===== config.mk =====
export PLATFORM = sky130hd
export DESIGN_NAME = alu_issue
export DESIGN_NICKNAME = d
export VERILOG_FILES = /design/src/rtl/alu_issue_pkg.sv /design/src/rtl/alu_issue_dec.sv /design/src/rtl/alu_issue.sv
export SDC_FILE = /design/constraint.sdc
export NUM_CORES = 1
export LEC_CHECK = 0
export BUFFER_PORTS_ARGS = -buffer_cell sky130_fd_sc_hd__buf_2
export CAP_MARGIN = 15
export CORE_UTILIZATION = 45
export CTS_CLUSTER_DIAMETER = 200
export CTS_CLUSTER_SIZE = 16
export DETAILED_ROUTE_END_ITERATION = 8
export PLACE_DENSITY = 0.77
export SLEW_MARGIN = 25
export SYNTH_ARGS = -nofsm -noshare
export SYNTH_HDL_FRONTEND = slang
export SYNTH_SLANG_ARGS = --single-unit

===== constraint.sdc =====
create_clock -name clk -period 3.4 [get_ports clk]
set_input_delay 0.34 -clock clk [delete_from_list [all_inputs] [get_ports clk]]
set_output_delay 0.34 -clock clk [all_outputs]
set_load 0.005 [all_outputs]

===== src/rtl/alu_issue_pkg.sv =====
// alu_issue_pkg
// Shared constants for the alu_issue slice: MIPS opcode and funct encodings,
// the ALU operation codes driven to the external ALU, and the issue FSM state
// encoding. Imported by alu_issue_dec and alu_issue.
package alu_issue_pkg;

  // Primary opcodes (instr[31:26])
  localparam logic [5:0] OPC_RTYPE = 6'b000000;
  localparam logic [5:0] OPC_ADDIU = 6'b001001;
  localparam logic [5:0] OPC_ANDI  = 6'b001100;
  localparam logic [5:0] OPC_ORI   = 6'b001101;
  localparam logic [5:0] OPC_LUI   = 6'b001111;

  // R-type function codes (instr[5:0])
  localparam logic [5:0] FN_SRL  = 6'b000010;
  localparam logic [5:0] FN_SRA  = 6'b000011;
  localparam logic [5:0] FN_SRLV = 6'b000110;
  localparam logic [5:0] FN_SRAV = 6'b000111;
  localparam logic [5:0] FN_ADDU = 6'b100001;
  localparam logic [5:0] FN_SUBU = 6'b100011;
  localparam logic [5:0] FN_AND  = 6'b100100;
  localparam logic [5:0] FN_OR   = 6'b100101;

  // Operation codes understood by the external ALU
  typedef enum logic [2:0] {
    ALU_ADD = 3'd0,
    ALU_SUB = 3'd1,
    ALU_AND = 3'd2,
    ALU_OR  = 3'd3,
    ALU_SRL = 3'd4,
    ALU_SRA = 3'd5
  } alu_op_e;

  // Issue FSM states
  typedef enum logic [1:0] {
    ST_IDLE = 2'd0,
    ST_EXEC = 2'd1,
    ST_DONE = 2'd2
  } state_e;

endpackage


===== src/rtl/alu_issue_dec.sv =====
// alu_issue_dec
// Purely combinational MIPS decoder. Maps an instruction word and its two
// register operands onto an ALU operation and the two ALU operands.
// Ports:
//   instr       - instruction word
//   rs_val      - rs register operand
//   rt_val      - rt register operand
//   op          - ALU operation code
//   a, b        - ALU operands
//   unsupported - high when the encoding is not one this block executes
//                 (op/a/b are then ADD/0/0 so the ALU produces 0)
module alu_issue_dec
  import alu_issue_pkg::*;
#(
  parameter int XLEN = 32
) (
  input  logic [31:0]     instr,
  input  logic [XLEN-1:0] rs_val,
  input  logic [XLEN-1:0] rt_val,
  output alu_op_e         op,
  output logic [XLEN-1:0] a,
  output logic [XLEN-1:0] b,
  output logic            unsupported
);

  logic [5:0]  opcode;
  logic [5:0]  funct;
  logic [4:0]  shamt;
  logic [15:0] imm;
  logic        unused_reg_fields;

  assign opcode = instr[31:26];
  assign funct  = instr[5:0];
  assign shamt  = instr[10:6];
  assign imm    = instr[15:0];
  // Register numbers are resolved upstream; only their values arrive here.
  assign unused_reg_fields = ^instr[25:16];

  // Every path starts from the unsupported no-op and overrides it on a match.
  // Shifts put the shifted value on A and the 5-bit amount on B.
  always_comb begin
    op          = ALU_ADD;
    a           = '0;
    b           = '0;
    unsupported = 1'b1;
    case (opcode)
      OPC_RTYPE: begin
        case (funct)
          FN_ADDU: begin op = ALU_ADD; a = rs_val; b = rt_val; unsupported = 1'b0; end
          FN_SUBU: begin op = ALU_SUB; a = rs_val; b = rt_val; unsupported = 1'b0; end
          FN_AND:  begin op = ALU_AND; a = rs_val; b = rt_val; unsupported = 1'b0; end
          FN_OR:   begin op = ALU_OR;  a = rs_val; b = rt_val; unsupported = 1'b0; end
          FN_SRLV: begin op = ALU_SRL; a = rt_val; b = {{(XLEN-5){1'b0}}, rs_val[4:0]}; unsupported = 1'b0; end
          FN_SRAV: begin op = ALU_SRA; a = rt_val; b = {{(XLEN-5){1'b0}}, rs_val[4:0]}; unsupported = 1'b0; end
          FN_SRL:  begin op = ALU_SRL; a = rt_val; b = {{(XLEN-5){1'b0}}, shamt}; unsupported = 1'b0; end
          FN_SRA:  begin op = ALU_SRA; a = rt_val; b = {{(XLEN-5){1'b0}}, shamt}; unsupported = 1'b0; end
          default: ;
        endcase
      end
      OPC_ADDIU: begin op = ALU_ADD; a = rs_val; b = {{(XLEN-16){imm[15]}}, imm}; unsupported = 1'b0; end
      OPC_ANDI:  begin op = ALU_AND; a = rs_val; b = {{(XLEN-16){1'b0}}, imm};    unsupported = 1'b0; end
      OPC_ORI:   begin op = ALU_OR;  a = rs_val; b = {{(XLEN-16){1'b0}}, imm};    unsupported = 1'b0; end
      OPC_LUI:   begin op = ALU_ADD; a = '0;     b = {imm, {(XLEN-16){1'b0}}};    unsupported = 1'b0; end
      default: ;
    endcase
  end

endmodule


===== src/rtl/alu_issue.sv =====
// alu_issue
// Issues one MIPS ALU instruction at a time to an external combinational ALU
// and returns the result over a valid/ready handshake. Each command walks
// IDLE -> EXEC -> DONE, so at most one command is in flight.
// Ports:
//   clk, reset            - clock, asynchronous active-low reset
//   in_valid, in_ready    - command handshake
//   instr, rs_val, rt_val - instruction word and register operands
//   alu_a, alu_b, alu_op  - registered drive to the external ALU
//   alu_c                 - external ALU result
//   out_valid, out_ready  - result handshake
//   out_result, out_err   - result and unsupported-instruction flag
// Configuration:
//   ALU_ISSUE_ERR_EN - when defined, out_err flags unsupported encodings;
//                      otherwise out_err is tied low.
module alu_issue
  import alu_issue_pkg::*;
#(
  parameter int XLEN = 32
) (
  input  logic            clk,
  input  logic            reset,
  input  logic            in_valid,
  output logic            in_ready,
  input  logic [31:0]     instr,
  input  logic [XLEN-1:0] rs_val,
  input  logic [XLEN-1:0] rt_val,
  output logic [XLEN-1:0] alu_a,
  output logic [XLEN-1:0] alu_b,
  output logic [2:0]      alu_op,
  input  logic [XLEN-1:0] alu_c,
  output logic            out_valid,
  input  logic            out_ready,
  output logic [XLEN-1:0] out_result,
  output logic            out_err
);

  state_e          state;
  alu_op_e         dec_op;
  logic [XLEN-1:0] dec_a;
  logic [XLEN-1:0] dec_b;
  logic            dec_unsupported;
  logic            unsupported_q;

  alu_issue_dec #(.XLEN(XLEN)) u_dec (
    .instr       (instr),
    .rs_val      (rs_val),
    .rt_val      (rt_val),
    .op          (dec_op),
    .a           (dec_a),
    .b           (dec_b),
    .unsupported (dec_unsupported)
  );

  // Single FSM with registered handshake outputs. The ALU drive is captured
  // on accept and left untouched until the next accept, which keeps it
  // stable through EXEC and DONE. Unsupported commands are forced to a zero
  // result instead of trusting the external ALU.
  always_ff @(posedge clk or negedge reset) begin
    if (!reset) begin
      state         <= ST_IDLE;
      in_ready      <= 1'b1;
      out_valid     <= 1'b0;
      out_result    <= '0;
      alu_a         <= '0;
      alu_b         <= '0;
      alu_op        <= 3'd0;
      unsupported_q <= 1'b0;
    end else begin
      case (state)
        ST_IDLE: begin
          if (in_valid) begin
            alu_op        <= dec_op;
            alu_a         <= dec_a;
            alu_b         <= dec_b;
            unsupported_q <= dec_unsupported;
            in_ready      <= 1'b0;
            state         <= ST_EXEC;
          end
        end
        ST_EXEC: begin
          out_result <= unsupported_q ? '0 : alu_c;
          out_valid  <= 1'b1;
          state      <= ST_DONE;
        end
        ST_DONE: begin
          if (out_ready) begin
            out_valid <= 1'b0;
            in_ready  <= 1'b1;
            state     <= ST_IDLE;
          end
        end
        default: begin
          in_ready  <= 1'b1;
          out_valid <= 1'b0;
          state     <= ST_IDLE;
        end
      endcase
    end
  end

`ifdef ALU_ISSUE_ERR_EN
  // Error flag is captured alongside the result so it holds with it in DONE.
  always_ff @(posedge clk or negedge reset) begin
    if (!reset) begin
      out_err <= 1'b0;
    end else if (state == ST_EXEC) begin
      out_err <= unsupported_q;
    end
  end
`else
  assign out_err = 1'b0;
`endif

endmodule


# Word-level counts from Yosys, hierarchy flattened
# Index checks and enable logic that the tools add are counted.
dict set report classes {
  eq_ne 16
  bitwise_logic 2
  reduce_logical 16
  n_mux 17
}
# op count
set op_table {}
lappend op_table {{32-bit one-hot mux with 2 select lines} 2}
lappend op_table {{32-bit one-hot mux with 4 select lines} 1}
lappend op_table {{32-bit one-hot mux with 3 select lines} 1}
lappend op_table {{32-bit two-way mux} 1}
lappend op_table {{6-bit by 4-bit == test with 1-bit output (second input constant)} 4}
lappend op_table {{6-bit == test (second input constant)} 4}
lappend op_table {{3-bit one-hot mux with 5 select lines} 1}
lappend op_table {{6-bit by 2-bit == test with 1-bit output (second input constant)} 2}
lappend op_table {{6-bit by 3-bit == test with 1-bit output (second input constant)} 2}
lappend op_table {{4-bit OR reduction} 3}
lappend op_table {{2-bit OR reduction} 5}
lappend op_table {{3-bit one-hot mux with 3 select lines} 1}
lappend op_table {{8-bit OR reduction} 1}
lappend op_table {{6-bit zero test} 1}
lappend op_table {{1-bit one-hot mux with 3 select lines} 2}
lappend op_table {{2-bit one-hot mux with 3 select lines} 1}
lappend op_table {{2-bit AND reduction} 3}
lappend op_table {{1-bit two-way mux} 4}
lappend op_table {{2-bit two-way mux} 2}
lappend op_table {{2-bit != test (second input constant)} 2}
lappend op_table {{3-bit AND reduction} 1}
lappend op_table {{3-bit OR reduction} 1}
lappend op_table {{2-bit by 1-bit == test with 1-bit output (second input constant)} 1}
lappend op_table {{2-bit == test (second input constant)} 1}
lappend op_table {{3 further kinds} 4}
dict set report totals {
  ff_bits 104
  input_bits 132
}

# Logic depth before layout (Yosys ltp)
dict set report depth {
  depth_word 4
  mapped_depth 9
}

# Hierarchy
# A second synthesis with hierarchy kept.
dict set report hier_totals {
  cells_unflattened 538
  area_unflattened_um2 5708.0
}
# mod area_each_um2 cells_each instances seq_area_each_um2
set by_module_without_submodules {}
lappend by_module_without_submodules {alu_issue 4002.6 298 1 2603.7}
lappend by_module_without_submodules {alu_issue_dec 1705.4 240 1 0.0}

# Worst setup path before layout
# Ideal clock, no wire load.
dict set report synth_path {
  path_kind {input to register}
  start {input port instr[2]}
  end {register alu_a[10]}
  cell_stages 8
  setup_slack_ps 1586
  arrival_ps 1751
  required_time_ps 3336
  path_buffers 4
  path_cell_list {buf_4 a2111oi_4 nor2b_1 buf_4 o21a_1 buf_4 buf_6 a21o_1}
}
dict set report synth_between {
  elab_chain_len 4
}
# element line_no
set synth_rtl {}
lappend synth_rtl {{start, declared} alu_issue.sv:25} ;# input logic [31:0] instr,
lappend synth_rtl {{6-bit by 3-bit == test with 1-bit output (tied with other cells)} alu_issue_dec.sv:48} ;# case (funct)
lappend synth_rtl {{4-bit OR reduction (no line)} --}
lappend synth_rtl {{32-bit one-hot mux with 2 select lines (*)} alu_issue_dec.sv:48}
lappend synth_rtl {{32-bit one-hot mux with 2 select lines (*)} alu_issue_dec.sv:46} ;# case (opcode)
lappend synth_rtl {{end signal, assigned} alu_issue.sv:65} ;# alu_a <= '0;
lappend synth_rtl {{end signal, assigned} alu_issue.sv:74} ;# alu_a <= dec_a;
lappend synth_rtl {{end, declared} alu_issue.sv:28} ;# output logic [XLEN-1:0] alu_a,
# Every way passes the cells marked *; elsewhere a longest branch is shown, timed or not.
# A chain may end at the register's enable or synchronous reset.

# Final worst setup path
dict set report layout_path {
  start {register state[0]}
  end {register alu_b[18]}
}
dict set report layout_between {
  elab_chain_len 2
}
# element line_no
set layout_rtl {}
lappend layout_rtl {{start, declared} alu_issue.sv:38} ;# state_e state;
lappend layout_rtl {{start signal, assigned} alu_issue.sv:61} ;# state <= ST_IDLE;
lappend layout_rtl {{start signal, assigned} alu_issue.sv:78} ;# state <= ST_EXEC;
lappend layout_rtl {{start signal, assigned} alu_issue.sv:84} ;# state <= ST_DONE;
lappend layout_rtl {{2-bit zero test} alu_issue.sv:70} ;# case (state)
lappend layout_rtl {{2-bit AND reduction (no line)} --}
lappend layout_rtl {{end signal, assigned} alu_issue.sv:66} ;# alu_b <= '0;
lappend layout_rtl {{end signal, assigned} alu_issue.sv:75} ;# alu_b <= dec_b;
lappend layout_rtl {{end, declared} alu_issue.sv:29} ;# output logic [XLEN-1:0] alu_b,
# Every way passes these cells.

==> results.sh <==
export IMPL_start_kind="flop"
export IMPL_clkLatencyLatePin_ns=0.37
export IMPL_top_level_ports=234
export IMPL_worst_pin_slew_ns=0.992
export IMPL_syn_area_um2=4750
export IMPL_yosys_top_cells_area="dfrtp_1 54%, o21ai_0 7.3%, nand2_1 5.1%, a22o_1 4.8%, nand2b_1 4.5%"
export IMPL_drc=0
export IMPL_hpwl_mm=10.4
export IMPL_holdWs_ns=0.0181
export IMPL_cts_tree="done"
export IMPL_met1_usage_pct=34.1
export IMPL_grt_start_max_net_pins=66
export IMPL_htreeDepth=3
export IMPL_post_route_period_util_pct=76.5
export IMPL_clkSinkCount=104
export IMPL_final_cells=815
export IMPL_crit_type="flop to flop"
export IMPL_grtUsageTotal_pct=26.4
export IMPL_drv_cap=0
export IMPL_rsz0062_at_grt="no"
export IMPL_place_inst=798
export IMPL_p_leak_uw=0.00333
export IMPL_wl_mm=14.2
export IMPL_postCtsSetupRepairBufs=0
export IMPL_die_h_um=105
export IMPL_ys_ff_latch=104
export IMPL_synth_edf_count=0
export IMPL_die_area_um2=11000
export IMPL_status="complete, no violations"
export IMPL_fin_crit_ns=2.60
export IMPL_max_clock_path_buffers=2
export IMPL_critPathSlowestCell="or2_2"
export IMPL_worstPathMaxFanout=39
export IMPL_finalMaxSlewViolations=0
export IMPL_p_per_area_nw_per_um2=510
export IMPL_gp_routability_congestion=0.848
export IMPL_syn_inst=469
export IMPL_drtIter0Drc=366
export IMPL_synth_simple_area_share_pct=13.6
export IMPL_finalHoldViolations=0
export IMPL_nets=805
export IMPL_grt_overflow=0
export IMPL_drive_gt1_share_pct=38.5
export IMPL_viasPerCell=5.56
export IMPL_vias=4534
export IMPL_yosysTopAreaCell="dfrtp_1"
export IMPL_synthArstFlopShare_pct=100
export IMPL_synthMuxAreaShare_pct=1.18
export IMPL_synth_xor_xnor_area_share_pct=0.184
export IMPL_ant_nets=0
export IMPL_synth_compound_area_share_pct=26.0
export IMPL_slew_headroom_pct=33.5
export IMPL_synth_top_cell_area_share_pct=54.2
export IMPL_max_stage_delay_ns=0.63
export IMPL_wire_per_inst_um=17.4
export IMPL_path_delay_family="simple AND/OR/NAND/NOR gates"
export IMPL_worstPathArrival_ns=2.83
export IMPL_use_met3_pct=5.86
export IMPL_numCtsBuffers=9
export IMPL_ys_warn_count=0
export IMPL_path_cells="nand2b_1 > or2_2 > buf_4 > a31o_2 > o21ai_0"
export IMPL_clock_root_buffer="clkbuf_8"
export IMPL_cts_hold_buf=0
export IMPL_synthesis_nets=601
export IMPL_fin_area_um2=6110
export IMPL_placed_cell_area_um2=5920
export IMPL_syn_area_per_cell_um2=10.1
export IMPL_fmaxAchievable_mhz=385
export IMPL_io_buffers=222
export IMPL_fin_tns_setup_ns=0
export IMPL_top_usage_layer="met2"
export IMPL_synth_top_family_by_area="compound AO/OA/AOI/OAI gates"
export IMPL_cts_reportedPaths_clkPinSlew_ns=0.11
export IMPL_crit_buf_inv=1
export IMPL_areaGrowthSynthToFinish_pct=28.5
export IMPL_peakVddDrop_mv=0.295
export IMPL_coreArea_um2=10300
export IMPL_use_met2_pct=43.9
export IMPL_cts_resized=0
export IMPL_initial_core_util_pct=46.3
export IMPL_seq_area_frac_synth_pct=54.8
export IMPL_rows=37
export IMPL_grt_pass1_wl_mm=22.6
export IMPL_finalClockSkew_ns=0.0113
export IMPL_drtPass1Iterations=7
export IMPL_hp_class="primary input to asynchronous set/reset pin"
export IMPL_antenna_found_initial=2
export IMPL_synth_main_ff_cell="dfrtp_1"
export IMPL_dieWidth_um=105
export IMPL_endpoint_kind="flop"
export IMPL_setup_viol=0
export IMPL_cp_required_ns=3.63
export IMPL_yosysUniqueCellTypes=40
export IMPL_synth_fa_ha_area_share_pct=0
export IMPL_grt_pass1_vias=4338
## cell usage after synthesis (2+ instances only)
cell type	count
inv_1	4
nand3_1	2
clkbuf_1	23
a21o_1	27
nor3_1	3
nand2b_1	34
buf_6	2
o21a_1	2
a31oi_1	2
o21ai_0	69
a22oi_1	16
buf_2	4
nor2b_1	3
nand2_1	65
a221oi_1	15
a21oi_1	18
buf_4	7
o22ai_1	4
mux2_2	5
dfrtp_1	103
a22o_1	26
nor2_1	17
## path summary, 6_finish.rpt
check,slack (ns),to,startpoint,cells past startpoint
setup reg to reg,0.80,alu_b[18]$_DFFE_PN0P_,state[0]$_DFFE_PN0P_,5
hold reg to reg,0.48,alu_b[17]$_DFFE_PN0P_,alu_b[17]$_DFFE_PN0P_,2
hold / removal,0.02,out_result[7]$_DFFE_PN0P_,reset,1
setup / recovery,0.80,alu_b[18]$_DFFE_PN0P_,state[0]$_DFFE_PN0P_,5
min in group clk,0.16,alu_a[29]$_DFFE_PN0P_,rs_val[29],2
max in group asynchronous,2.52,alu_op[2]$_DFFE_PN0P_,reset,2
## report_power, final
part           leakage [uW]  total, uW  internal (uW)  switching (uW)
Sequential          0.00141       1560           1440             121
Clock             0.0000968        729            290             439
Combinational       0.00182        830            350             480
## metal layers
| layer | part of all wire (%) | up-vias |
|---|---|---|
| met5 | 0 | - |
| met4 | 1.7 | 0 |
| met3 | 8.5 | 24 |
| met2 | 48 | 234 |
| met1 | 42 | 2196 |
| li1 | - | 2080 |
## flip-flops by register name (all words and copies together), names as in the netlist
signal / flops
alu_a: 32
alu_b: 32
out_result: 32
alu_op: 3
state: 2
in_ready: 1
out_valid: 1
unsupported_q: 1
## cell usage in the layout, fill, tap and decap left out, types with 9 or more instances in the layout
cell / count
buf_2: 221
dfrtp_1: 103
o21ai_0: 69
nand2_1: 65
nand2b_1: 33
a21o_1: 27
a22o_1: 26
a21oi_1: 18
nor2_1: 17
a22oi_1: 16
a221oi_1: 15
clkbuf_8: 10
buf_4: 9
## kinds of logic (layout without fill, tap and decap cells)
logic type      Yosys count  count (layout)
compound gates          184             184
other cells               1               2
flops                   104             104
simple gates            133             133
buf+inv                  41             250
xor+xnor                  1               1
mux                       5               5
## cell type report
class | count | area, um^2
fillers | 942 | 4170
clock inverters | 6 | 41.3
repair buffers | 230 | 1170
multi-input cells | 324 | 1970
inverters | 4 | 15.0
diodes | 1 | 2.50
well taps | 136 | 170
clock buffers | 10 | 138
flip-flops and latches | 104 | 2600
## metrics by stage
stage / power, uW / util [%] / worst slack, ns
after floorplan: 2010 / - / 1.59
after global placement: 2380 / 57.6 / 0.933
after detailed placement: 2410 / 57.6 / 0.853
after CTS: 3120 / 59.4 / 0.840
after global routing: 3290 / 59.4 / 0.592
final: 3120 / 59.4 / 0.799
(Power assumes the default switching activity.)
